===== src/rtl/alu_param.sv =====
// Parameterised registered ALU: single-cycle arithmetic, logic, compare and shift
// operations, plus a multi-cycle restoring divider that holds BUSY while it iterates.
module alu_param #(
  parameter int WIDTH = 16
) (
  input  logic             CLK,
  input  logic             RST,
  input  logic [WIDTH-1:0] A,
  input  logic [WIDTH-1:0] B,
  input  logic [3:0]       ALU_FUN,
  input  logic             IN_VALID,
  output logic             BUSY,
  output logic [WIDTH-1:0] ALU_OUT,
  output logic             OUT_VALID,
  output logic             Arith_Flag,
  output logic             Logic_Flag,
  output logic             CMP_Flag,
  output logic             Shift_Flag,
  output logic             Carry_Flag,
  output logic             Zero_Flag,
  output logic             Div_Err
);

  localparam int SW = $clog2(WIDTH);

  typedef enum logic {IDLE, DIV} state_t;

  state_t           state, state_next;
  logic [WIDTH-1:0] dvs, quo, rem;
  logic [SW-1:0]    count;

  logic             start_div, last_iter;
  logic [WIDTH:0]   rem_shift, diff;
  logic [WIDTH-1:0] rem_step, quo_step;

  logic [SW-1:0]      sh;
  logic [WIDTH:0]     sum;
  logic [2*WIDTH-1:0] prod, shl_ext, shr_ext;
  logic [WIDTH-1:0]   res;
  logic               carry;
  logic [3:0]         cls;

  assign BUSY      = (state == DIV);
  assign start_div = IN_VALID && (state == IDLE) && (ALU_FUN == 4'd3) && (B != '0);
  assign last_iter = (state == DIV) && (count == SW'(WIDTH - 1));

  always_ff @(posedge CLK) begin
    if (!RST) state <= IDLE;
    else      state <= state_next;
  end

  always_comb begin
    state_next = state;
    case (state)
      IDLE: if (start_div) state_next = DIV;
      DIV:  if (last_iter) state_next = IDLE;
      default: state_next = IDLE;
    endcase
  end

  // One restoring step: shift in the next dividend bit, keep the difference if it did not go negative.
  always_comb begin
    rem_shift = {rem, quo[WIDTH-1]};
    diff      = rem_shift - {1'b0, dvs};
    if (diff[WIDTH]) begin
      rem_step = rem_shift[WIDTH-1:0];
      quo_step = {quo[WIDTH-2:0], 1'b0};
    end else begin
      rem_step = diff[WIDTH-1:0];
      quo_step = {quo[WIDTH-2:0], 1'b1};
    end
  end

  assign sh      = B[SW-1:0];
  assign sum     = {1'b0, A} + {1'b0, B};
  assign prod    = {{WIDTH{1'b0}}, A} * {{WIDTH{1'b0}}, B};
  assign shl_ext = {{WIDTH{1'b0}}, A} << sh;
  assign shr_ext = {A, {WIDTH{1'b0}}} >> sh;

  // cls is {Arith, Logic, CMP, Shift}; the DIV entry only ever lands for a zero divisor.
  always_comb begin
    res   = '0;
    carry = 1'b0;
    cls   = 4'b0000;
    case (ALU_FUN)
      4'd0:  begin res = sum[WIDTH-1:0];   carry = sum[WIDTH];    cls = 4'b1000; end
      4'd1:  begin res = A - B;            carry = (A < B);       cls = 4'b1000; end
      4'd2:  begin res = prod[WIDTH-1:0];  carry = |prod[2*WIDTH-1:WIDTH]; cls = 4'b1000; end
      4'd3:  begin res = '1;                                      cls = 4'b1000; end
      4'd4:  begin res = A & B;                                   cls = 4'b0100; end
      4'd5:  begin res = A | B;                                   cls = 4'b0100; end
      4'd6:  begin res = ~(A & B);                                cls = 4'b0100; end
      4'd7:  begin res = ~(A | B);                                cls = 4'b0100; end
      4'd8:  begin res = A ^ B;                                   cls = 4'b0100; end
      4'd9:  begin res = ~(A ^ B);                                cls = 4'b0100; end
      4'd10: begin res = (A == B) ? WIDTH'(1) : '0;               cls = 4'b0010; end
      4'd11: begin res = (A > B)  ? WIDTH'(2) : '0;               cls = 4'b0010; end
      4'd12: begin res = (A < B)  ? WIDTH'(3) : '0;               cls = 4'b0010; end
      4'd13: begin res = shr_ext[2*WIDTH-1:WIDTH]; carry = |shr_ext[WIDTH-1:0]; cls = 4'b0001; end
      4'd14: begin res = shl_ext[WIDTH-1:0]; carry = |shl_ext[2*WIDTH-1:WIDTH]; cls = 4'b0001; end
      default: ;
    endcase
  end

  always_ff @(posedge CLK) begin
    if (!RST) begin
      ALU_OUT    <= '0;
      OUT_VALID  <= 1'b0;
      Arith_Flag <= 1'b0;
      Logic_Flag <= 1'b0;
      CMP_Flag   <= 1'b0;
      Shift_Flag <= 1'b0;
      Carry_Flag <= 1'b0;
      Zero_Flag  <= 1'b0;
      Div_Err    <= 1'b0;
      dvs        <= '0;
      quo        <= '0;
      rem        <= '0;
      count      <= '0;
    end else begin
      OUT_VALID <= 1'b0;
      if (state == IDLE) begin
        if (start_div) begin
          dvs   <= B;
          quo   <= A;
          rem   <= '0;
          count <= '0;
        end else if (IN_VALID && ALU_FUN != 4'd15) begin
          ALU_OUT    <= res;
          {Arith_Flag, Logic_Flag, CMP_Flag, Shift_Flag} <= cls;
          Carry_Flag <= carry;
          Zero_Flag  <= (res == '0);
          Div_Err    <= (ALU_FUN == 4'd3);
          OUT_VALID  <= 1'b1;
        end
      end else begin
        quo   <= quo_step;
        rem   <= rem_step;
        count <= count + 1'b1;
        if (last_iter) begin
          ALU_OUT    <= quo_step;
          {Arith_Flag, Logic_Flag, CMP_Flag, Shift_Flag} <= 4'b1000;
          Carry_Flag <= 1'b0;
          Zero_Flag  <= (quo_step == '0);
          Div_Err    <= 1'b0;
          OUT_VALID  <= 1'b1;
        end
      end
    end
  end

endmodule


===== config.mk =====
export PLATFORM = sky130hd
export DESIGN_NAME = alu_param
export DESIGN_NICKNAME = d
export VERILOG_FILES = /design/src/rtl/alu_param.sv
export SDC_FILE = /design/constraint.sdc
export NUM_CORES = 1
export LEC_CHECK = 0
export ABC_CLOCK_PERIOD_IN_PS = 11750
export CORE_ASPECT_RATIO = 0.5
export CORE_MARGIN = 10
export CORE_UTILIZATION = 25
export CTS_CLUSTER_DIAMETER = 60
export DETAILED_ROUTE_END_ITERATION = 8
export GPL_TIMING_DRIVEN = 0
export SETUP_SLACK_MARGIN = 0.2
export SLEW_MARGIN = 0
export SYNTH_ARGS = -nofsm -noshare
export SYNTH_HDL_FRONTEND = slang
export SYNTH_SLANG_ARGS = --single-unit

===== constraint.sdc =====
create_clock -name CLK -period 11.75 [get_ports CLK]
set_clock_uncertainty 0.2 [all_clocks]
set_input_delay 1.7625 -clock CLK [delete_from_list [all_inputs] [get_ports CLK]]
set_output_delay 1.7625 -clock CLK [all_outputs]
set_load 0.01 [all_outputs]

==> key figures <==
Drt
  • # DRC: 0
  • Initial drt markers: 1834
  • Total Wirelength: 75.2 mm
  • Vias per cell: 5.43
  • Drt first pass iters: 5
  • DR WL/cell: 23.5 um
  • Post-route ant nets: 0
  • Routed vias: 17400

Synthesis
  • Top cells by area, synth: fa_1, ha_1, dfxtp_1
  • Ys async rst share: 0%
  • Synthesized area per cell: 7.66 um^2
  • Post-synthesis cell area: 17000 um^2
  • Seq cells post-synth: 77
  • Syn Nets: 2622
  • Leading area contributor after synthesis: fa_1
  • Yosys warning total: 0
  • Top FF cell, synth: dfxtp_1
  • Mapped Cells: 2216
  • Area share of the largest cell type after synthesis: 23.2%
  • Sequential area share after synthesis: 9.08%
  • Post-synth EDFFs: 0
  • Distinct cell type count after synthesis: 86

Timing
  • Setup TNS: 0 ns
  • Max Clock Freq: 88.8 MHz
  • RSZ-0062 raised after global routing: no
  • Final slew viol count: 0
  • Final setup fails: 0
  • Final worst slack: 0.483 ns
  • Worst-Margin Slew: 1.28 ns
  • Rel. slew slack: 12.7%
  • Worst hold slack: 0.258 ns
  • Final Hold Viols: 0
  • Final period utilization: 95.9%
  • Period minus WS final: 11.27 ns

Clocking
  • Clock transition at the registers of the reported paths: 0.07 ns
  • CTS buffer count: 9
  • Clock sink total: 77
  • CTS tree: yes
  • H-Tree Depth: 3
  • Root buffer cell: clkbuf_16
  • Clock Path Buffers: 2
  • Post-CTS setup buffer count: 0
  • Post-cts sizing count: 0
  • Worst skew pair latency: 0.34 ns
  • Hold_buf cts: 0

Worst setup path
  • Worst Path Required: 11.81 ns
  • Crit path largest cell delay: 0.80 ns
  • Critical Path Most Common Cell: fa_1
  • CP endpoint kind: register
  • Top delay family on crit path: adder cells
  • Critical path class: in2reg
  • Crit-path max FO: 10
  • Critical path startpoint category: primary input
  • Crit path buf inv count: 9
  • CP arrival: 11.32 ns
  • CP max stage cell: clkdlybuf4s50_1

Layout
  • Final core utilization: 28.4%
  • Area Growth Syn to Fin: 12.3%
  • Commonest non-fill, non-tap cell in the layout: nand2_1
  • Finished Cell Area: 19100 um^2
  • Layout cells sized above 1: 3.66%
  • Post-Layout Cell Count: 3196
  • Fin nets: 2696
  • Fill count: 7312
  • Most frequent cells in the layout: nand2_1, inv_1, nor2_1

GRT
  • Initial antenna violation count: 5
  • Total track usage: 18.6%
  • First-pass GRT wire length: 113 mm
  • Number of global-route vias before repair: 17100
  • Largest net degree at the start of global routing: 17
  • Overflow after GRT: 0

Place
  • Area after DPL: 18700 um^2
  • Port bufs: 61
  • Placer congestion estimate: 1.04
  • Placed insts: 3176
  • DP Worst Slack: 0.362 ns
  • Detailed Place HPWL: 61.4 mm

Power
  • Power per standard cell area: 247 nW/um^2
  • Logic pwr share: 87.9%
  • Seq pwr share: 5.9%
  • Internal cell power: 1.92 mW
  • Sw Share: 59.3%
  • Final Total Pwr: 4.72 mW
  • Worst vdd ir: 0.355 mV
  • P_sw: 2.80 mW
  • Leakage power: 7.95 nW
  • Power share of the clock group: 6.3%

Floorplanning
  • I/O pin count: 64
  • Chip width: 389 um
  • Chip height: 204 um
  • Initial Utilization: 25.3%
  • CORE AREA: 67100 um^2
  • Rows: 67
  • Die Area: 79400 um^2

Min path
  • HP Class: reg2reg

Flow run
  • Number of max-cap violations: 0

Status
  • Status: complete, no violations
-- worst reg2reg max path, delay by kind of cell, from the launching register on --
| kind | cells | cell delay [ns] |
|---|---|---|
| simple gates | 1 | 0.07 |
| fa+ha+maj | 2 | 0.42 |
| buf+inv | 2 | 0.65 |
| xor+xnor | 1 | 0.55 |
| compound gates | 7 | 2.06 |
| flops | 1 | 0.32 |
-- Yosys cell counts, types with 13 or more instances --
cell and instances:
a211oi_1 15, a21o_1 19, a21oi_1 166, a22oi_1 20
a31oi_1 20, buf_2 17, clkbuf_1 112, clkinv_1 13
dfxtp_1 77, fa_1 197, ha_1 170, inv_1 267
mux2i_1 30, nand2_1 294, nand2b_1 33, nand3_1 34
nand4_1 15, nor2_1 210, nor2b_1 22, nor3_1 50
nor4_1 16, o211ai_1 17, o21ai_0 58, o21ai_1 31
o22ai_1 19, xnor2_1 24, xor2_1 35
-- metal layers --
| metal | routed length, um | vias up | GRT usage [%] |
|---|---|---|---|
| met2 | 32000 | 986 | 28.1 |
| met1 | 32800 | 8567 | 25.5 |
| met5 | 13 | - | 0 |
| met3 | 7200 | 176 | 4.01 |
| met4 | 3250 | 2 | 7.12 |
| li1 | - | 7628 | - |
-- final timing paths --
check	start	endpoint	slack [ns]	cells after the start
setup / recovery	B[1]	Zero_Flag$_SDFFE_PN0P_	0.48	25
hold / removal	ALU_OUT[7]$_SDFFE_PN0P_	ALU_OUT[7]$_SDFFE_PN0P_	0.26	2
setup reg to reg	quo[15]$_SDFFE_PN0P_	rem[2]$_SDFFE_PN0P_	7.41	13
hold reg to reg	ALU_OUT[7]$_SDFFE_PN0P_	ALU_OUT[7]$_SDFFE_PN0P_	0.26	2
-- power by group through the flow --
stage,combinational (mW),sequential [mW],clock [mW]
after global placement,4.04,0.283,0
after detailed placement,4.04,0.283,0
after floorplan,2.81,0.285,0
final,4.14,0.277,0.296
after CTS,4.08,0.277,0.298
after global routing,4.63,0.278,0.311
-- logic make-up (layout without fill, tap and decap cells) --
group	after synthesis	count (layout)	share of synthesized area (%)
simple gates	733	733	19.2
compound gates	492	492	18.9
buf+inv	433	512	9.76
fa+ha+maj	367	367	35.7
flops	77	77	9.08
xor+xnor	59	59	3.04
mux	55	55	4.22
other cells	0	4	0
-- state kept, by name, summed over array words and instances, names as in the netlist --
name	cells
CMP_Flag	1
Logic_Flag	1
ALU_OUT	16
OUT_VALID	1
Div_Err	1
BUSY	1
dvs	16
Arith_Flag	1
Carry_Flag	1
count	4
Zero_Flag	1
Shift_Flag	1
quo	16
rem	16
-- cell type report --
class	count	area, um^2	area share [%]
Tap cell	897	1120	5.89
Inverter	290	1090	5.71
Sequential cell	77	1540	8.08
Timing Repair Buffer	63	626	3.28
Clock buffer	9	225	1.18
Buffer	143	571	2.99
Antenna cell	4	10.0	0.0525
Multi-Input combinational cell	1706	13800	72.4
Clock inverter	7	86.3	0.453
(Power assumes the default switching activity.)
